--- src/rtl/bcd_pkg.sv ---
// rtl/bcd_pkg.sv - shared packed-BCD constants, digit type and serial FSM states
package bcd_pkg;

  localparam int BCD_DIGIT_W = 4;
  localparam int BCD_MAX     = 9;
  localparam int BCD_RADIX   = 10;

  typedef logic [BCD_DIGIT_W-1:0] bcd_digit_t;

  typedef enum logic [1:0] {
    IDLE = 2'd0,
    RUN  = 2'd1,
    DONE = 2'd2
  } bcd_state_e;

endpackage

--- src/rtl/bcd_serial_subtractor_if.sv ---
// rtl/bcd_serial_subtractor_if.sv - start/busy/done handshake and operand/result bus
interface bcd_serial_subtractor_if #(
  parameter int NDIGITS = 4
);
  localparam int W = 4 * NDIGITS;

  logic         start;
  logic [W-1:0] a;
  logic [W-1:0] b;
  logic         bin;
  logic         busy;
  logic         done;
  logic [W-1:0] diff;
  logic         bout;
  logic         err;

  modport master (
    output start, a, b, bin,
    input  busy, done, diff, bout, err
  );

  modport slave (
    input  start, a, b, bin,
    output busy, done, diff, bout, err
  );

endinterface

--- src/rtl/bcd_digit_sub.sv ---
// rtl/bcd_digit_sub.sv - one-digit BCD subtract with borrow, flags non-BCD inputs
module bcd_digit_sub
  import bcd_pkg::*;
(
  input  bcd_digit_t a_d,
  input  bcd_digit_t b_d,
  input  logic       bin,
  output bcd_digit_t d,
  output logic       bout,
  output logic       bad
);

  // 5-bit two's complement covers -16..15, the full span of any nibble pair
  logic [4:0] t;

  always_comb begin
    t    = {1'b0, a_d} - {1'b0, b_d} - {4'b0000, bin};
    bout = t[4];
    d    = bout ? 4'(t[3:0] + 4'(BCD_RADIX)) : t[3:0];
    bad  = (a_d > 4'(BCD_MAX)) || (b_d > 4'(BCD_MAX));
  end

endmodule

--- src/rtl/bcd_serial_subtractor.sv ---
// rtl/bcd_serial_subtractor.sv - digit-serial packed-BCD A-B-BIN, LSD first, one digit per clock
module bcd_serial_subtractor
  import bcd_pkg::*;
#(
  parameter int NDIGITS = 4
) (
  input  logic                    clk,
  input  logic                    rst_n,
  bcd_serial_subtractor_if.slave  bus
);

  localparam int W  = BCD_DIGIT_W * NDIGITS;
  localparam int CW = $clog2(NDIGITS) + 1;

  bcd_state_e   state_q, state_d;
  logic [W-1:0] opa_q, opa_d;
  logic [W-1:0] opb_q, opb_d;
  logic [W-1:0] res_q, res_d;
  logic [CW-1:0] cnt_q, cnt_d;
  logic         borrow_q, borrow_d;
  logic         err_acc_q, err_acc_d;
  logic [W-1:0] diff_q, diff_d;
  logic         bout_q, bout_d;
  logic         err_q, err_d;

  bcd_digit_t   dig;
  logic         dig_bout;
  logic         dig_bad;
  logic         err_now;

  bcd_digit_sub u_digit_sub (
    .a_d  (opa_q[BCD_DIGIT_W-1:0]),
    .b_d  (opb_q[BCD_DIGIT_W-1:0]),
    .bin  (borrow_q),
    .d    (dig),
    .bout (dig_bout),
    .bad  (dig_bad)
  );

  always_comb begin
    state_d   = state_q;
    opa_d     = opa_q;
    opb_d     = opb_q;
    res_d     = res_q;
    cnt_d     = cnt_q;
    borrow_d  = borrow_q;
    err_acc_d = err_acc_q;
    diff_d    = diff_q;
    bout_d    = bout_q;
    err_d     = err_q;
    err_now   = err_acc_q | dig_bad;

    unique case (state_q)
      IDLE, DONE: begin
        if (bus.start) begin
          state_d   = RUN;
          opa_d     = bus.a;
          opb_d     = bus.b;
          borrow_d  = bus.bin;
          cnt_d     = '0;
          err_acc_d = 1'b0;
        end else begin
          state_d = IDLE;
        end
      end
      RUN: begin
        // operands shift down so the active digit is always the low nibble;
        // results enter at the top and land in position k after NDIGITS shifts
        opa_d     = opa_q >> BCD_DIGIT_W;
        opb_d     = opb_q >> BCD_DIGIT_W;
        res_d     = W'({dig, res_q} >> BCD_DIGIT_W);
        borrow_d  = dig_bout;
        err_acc_d = err_now;
        cnt_d     = cnt_q + 1'b1;
        if (cnt_q == CW'(NDIGITS - 1)) begin
          state_d = DONE;
          err_d   = err_now;
          diff_d  = err_now ? '0 : res_d;
          bout_d  = err_now ? 1'b0 : dig_bout;
        end
      end
      default: state_d = IDLE;
    endcase
  end

  always_ff @(posedge clk) begin
    if (!rst_n) begin
      state_q <= IDLE;
    end else begin
      state_q <= state_d;
    end
  end

  always_ff @(posedge clk) begin
    if (!rst_n) begin
      opa_q     <= '0;
      opb_q     <= '0;
      res_q     <= '0;
      cnt_q     <= '0;
      borrow_q  <= 1'b0;
      err_acc_q <= 1'b0;
      diff_q    <= '0;
      bout_q    <= 1'b0;
      err_q     <= 1'b0;
    end else begin
      opa_q     <= opa_d;
      opb_q     <= opb_d;
      res_q     <= res_d;
      cnt_q     <= cnt_d;
      borrow_q  <= borrow_d;
      err_acc_q <= err_acc_d;
      diff_q    <= diff_d;
      bout_q    <= bout_d;
      err_q     <= err_d;
    end
  end

  assign bus.busy = (state_q == RUN);
  assign bus.done = (state_q == DONE);
  assign bus.diff = diff_q;
  assign bus.bout = bout_q;
  assign bus.err  = err_q;

endmodule

--- src/flat_wrapper.sv ---
// flat-port wrapper written by rule: the top's interface ports become plain ports
module bcd_serial_subtractor_flat import bcd_pkg::*;
#(
  parameter int NDIGITS = 4
)
  (clk, rst_n, bus_start, bus_a, bus_b, bus_bin, bus_busy, bus_done, bus_diff, bus_bout, bus_err);
  bcd_serial_subtractor_if #(.NDIGITS(NDIGITS)) bus_i ();
  input  logic clk;
  input  logic rst_n;
  input wire logic [$bits(bus_i.start)-1:0] bus_start;
  input wire logic [$bits(bus_i.a)-1:0] bus_a;
  input wire logic [$bits(bus_i.b)-1:0] bus_b;
  input wire logic [$bits(bus_i.bin)-1:0] bus_bin;
  output wire logic [$bits(bus_i.busy)-1:0] bus_busy;
  output wire logic [$bits(bus_i.done)-1:0] bus_done;
  output wire logic [$bits(bus_i.diff)-1:0] bus_diff;
  output wire logic [$bits(bus_i.bout)-1:0] bus_bout;
  output wire logic [$bits(bus_i.err)-1:0] bus_err;
  assign bus_i.start = bus_start;
  assign bus_i.a = bus_a;
  assign bus_i.b = bus_b;
  assign bus_i.bin = bus_bin;
  assign bus_busy = bus_i.busy;
  assign bus_done = bus_i.done;
  assign bus_diff = bus_i.diff;
  assign bus_bout = bus_i.bout;
  assign bus_err = bus_i.err;
  bcd_serial_subtractor #(.NDIGITS(NDIGITS)) u_core (.clk(clk), .rst_n(rst_n), .bus(bus_i));
endmodule
--- config.mk ---
export PLATFORM = sky130hd
export DESIGN_NAME = bcd_serial_subtractor_flat
export DESIGN_NICKNAME = d
export VERILOG_FILES = /design/src/rtl/bcd_pkg.sv /design/src/rtl/bcd_serial_subtractor_if.sv /design/src/rtl/bcd_digit_sub.sv /design/src/rtl/bcd_serial_subtractor.sv /design/src/flat_wrapper.sv
export SDC_FILE = /design/constraint.sdc
export NUM_CORES = 1
export LEC_CHECK = 0
export CAP_MARGIN = 20
export CORE_UTILIZATION = 55
export CTS_CLUSTER_SIZE = 12
export DETAILED_ROUTE_END_ITERATION = 8
export GPL_TIMING_DRIVEN = 0
export PLACE_DENSITY = 0.9
export SYNTH_ARGS = -nofsm -noshare
export SYNTH_HDL_FRONTEND = slang
export SYNTH_SLANG_ARGS = --single-unit
--- constraint.sdc ---
create_clock -name clk -period 6.6 [get_ports clk]
set_clock_uncertainty 0.15 [all_clocks]
set_input_delay 1.65 -clock clk [delete_from_list [all_inputs] [get_ports clk]]
set_output_delay 1.65 -clock clk [all_outputs]
set_load 0.1 [all_outputs]
==> results_dict.tcl <==
set metrics [dict create \
    drive_gt1_share_pct 7.107 \
    drcViolationCount 0 \
    yosysTopAreaCell "dfxtp_1" \
    dp_cells 448 \
    max_freq_mhz 225.3 \
    r2r_slack_ns 3.96 \
    dr.pass1.iters 4 \
    final_cells 464 \
    postCtsHoldBufs 0 \
    syn_avg_cell_area_sq_um 9.076 \
    clkTransAtPathRegs_ns 0.07 \
    status "finished, final reports clean" \
    drv_slew 0 \
    cts-root-buf "clkbuf_8" \
    pwr-share-comb_pct 19.9 \
    leakagePower_nw 1.485 \
    rsz0062_at_grt "false" \
    final_cell_area_sq_um 3795 \
    die_area_sq_um 5626 \
    rows 26 \
    switching_share_pct 27.07 \
    p_total_mw 1.058 \
    yosysMostFrequentCell "dfxtp_1" \
    synth_nets 370 \
    htreeDepth 3 \
    ys_types 38 \
    initial_core_util_pct 57.40 \
    ys_ff_latch 69 \
    async_reset_ff_share_pct 0 \
    tritoncts "yes" \
    grt_pass1_vias 2516 \
    end_kind "output pin" \
    worstMarginPinSlew_ns 0.9855 \
    cp-start-kind "flip-flop" \
    ys_seq_area_share_pct 47.12 \
    synth_xor_area_share_pct 2.091 \
    min_to "u_core.res_q[5]" \
    fillers 374 \
    num_vias 2602 \
    setup_viol 0 \
    ant_nets 0 \
    synth.area.top_cells "dfxtp_1, nor2_1, mux2i_1, a211oi_1, a22oi_1" \
    clk_path_buf_depth 2 \
    required_ns 4.80 \
    internal_power_uw 771.3 \
    dpl_cell_area_sq_um 3570 \
    worst_r2r_endpoint "u_core.res_q[15]" \
    clkSinkCount 69 \
    area_growth_pct 29.45 \
    min_period_over_period_pct 67.25 \
    drtIter0Drc 228 \
    period_needed_ns 4.439 \
    rr_startpoint "u_core.borrow_q" \
    grtUsageTotal_pct 28.14 \
    irDropWorstVdd_mv 0.2050 \
    dpl_worst_slack_ns 2.554 \
    dp_hpwl_mm 5.059 \
    gp_congestion 0.7943 \
    final_nets 436 \
    antenna_found_initial 0 \
    worstPathMaxFanout 10 \
    grt_max_degree 12 \
    synth_edf_count 0 \
    vias_per_cell 5.608 \
    netlist_instances 323 \
    antenna_cells 0 \
    routed_wl_mm 7.194 \
    reg2reg_depth 8 \
    die-width_um 75.01 \
    yosys.area_share.simple_pct 14.77 \
    synth_fa_ha_area_share_pct 5.207 \
    ys.flop_type "dfxtp_1" \
    netlist.area_leader.share_pct 47.12 \
    p_clk_share_pct 36.6 \
    finalHoldViolCount 0 \
    tns_ns 0 \
    fp.dieH_um 75.01 \
    slew_headroom_pct 34.09 \
    coreArea_sq_um 5107 \
    numCtsBuffers 9 \
    netlist_area_sq_um 2932 \
    io_buffer_count 55 \
    clock_latency_ns 0.34 \
    hold_depth 2 \
    crit_arrival_ns 2.64 \
    hp-start "u_core.res_q[5]" \
    max-cap-violations 0 \
    p_per_area_nw_per_um2 278.7 \
    switching_power_uw 286.2 \
    ioPinCount 56 \
    cts_resized 0 \
    hold_class "reg2reg" \
    crit_type "reg2out" \
    synth_warnings 0 \
    postCtsSetupRepairBufs 0 \
    synth_commonest_cells "dfxtp_1, nor2_1, a211oi_1, a22oi_1, mux2i_1" \
    grt_first_pass_wirelength_mm 11.56 \
    final.setup.worst_slack_ns 2.161 \
    synth_compound_area_share_pct 18.40 \
    pwr-share-seq_pct 43.5 \
    wl_per_cell_um 15.50 \
    synth_top_family_by_area "compound AO/OA/AOI/OAI gates" \
    synth.mux.area_fraction_pct 6.829 \
    grt.overflow.total 0 \
]
[through the flow]
stage / hold slack (ns) / util [%]
2_1_floorplan: 0.2860 / -
3_3_place_gp: 0.2981 / 69.89
3_5_place_dp: 0.3031 / 69.89
4_1_cts: 0.3141 / 74.30
5_1_grt: 0.3221 / 74.30
6_report: 0.3159 / 74.30
[power by group through the flow]
stage,Clock (mW),Combinational (mW),Sequential [mW]
5_1_grt,0.405,0.231,0.463
2_1_floorplan,0,0.148,0.464
3_3_place_gp,0,0.198,0.467
4_1_cts,0.387,0.208,0.460
3_5_place_dp,0,0.204,0.469
6_report,0.387,0.210,0.460
[worst max-delay path: stages, from the launching register on]
cell and delay, ns:
dfxtp_1 0.30, nand2b_1 0.13, buf_2 0.17, inv_2 0.09
clkbuf_1 0.38, clkdlybuf4s50_1 1.23
[metal layers]
metal	vias to the layer above	GRT usage (%)	wire (um)
met4	0	12.37	153
met1	1239	34.41	3167
met3	19	7.363	460
li1	1253	-	-
met5	-	0	0
met2	91	46.85	3412
[cells by family after synthesis]
group / Yosys count
AOI/OAI and AO/OA: 77
xor gates and xnor gates: 5
adders and majority gates: 11
buffers and inverters: 37
DFF: 69
muxes: 20
and+or+nand+nor: 104
[cell usage in the layout (no fill, tap or decap), types with 2 or more instances in the layout]
master,instances
dfxtp_1,69
nor2_1,66
clkdlybuf4s50_1,55
a211oi_1,25
a22oi_1,25
mux2i_1,20
nand2_1,19
clkbuf_1,16
a21oi_1,15
inv_1,11
clkbuf_8,11
ha_1,9
nor3_1,7
buf_2,6
o21ai_0,4
nand2b_1,2
xor2_1,2
nor2b_1,2
nand3b_1,2
o21a_1,2
xnor2_1,2
fa_1,2
bufinv_16,2
clkinv_2,2
[registers in the layout, summed over array words and instances, names as in the netlist]
name	flops
u_core.borrow_q	1
u_core.bus.bout	1
u_core.bus.diff	16
u_core.bus.err	1
u_core.cnt_q	3
u_core.err_acc_q	1
u_core.opa_q	16
u_core.opb_q	16
u_core.res_q	12
u_core.state_q	2
[worst max-delay path by stage]
stage	from	to	slack (ns)	cells past startpoint
after floorplan	u_core.state_q[1]	bus_done	3.15	1
after global placement	u_core.state_q[1]	bus_busy	2.55	5
after detailed placement	u_core.state_q[1]	bus_busy	2.55	5
after CTS	u_core.state_q[1]	bus_busy	2.17	5
after global routing	u_core.state_q[1]	bus_busy	2.07	5
final	u_core.state_q[1]	bus_busy	2.16	5
[layout make-up]
cell class / instances / area (sq um) / share of cell area [%]
multi-input combinational: 217 / 1386 / 36.53
sequential: 69 / 1381 / 36.40
timing repair buffer: 55 / 550.5 / 14.51
clock buffer: 12 / 155.1 / 4.088
buffer: 25 / 118.9 / 3.132
tap: 70 / 87.58 / 2.308
clock inverter: 4 / 70.07 / 1.846
inverter: 12 / 45.04 / 1.187
Power figures use the tool's default switching activity.
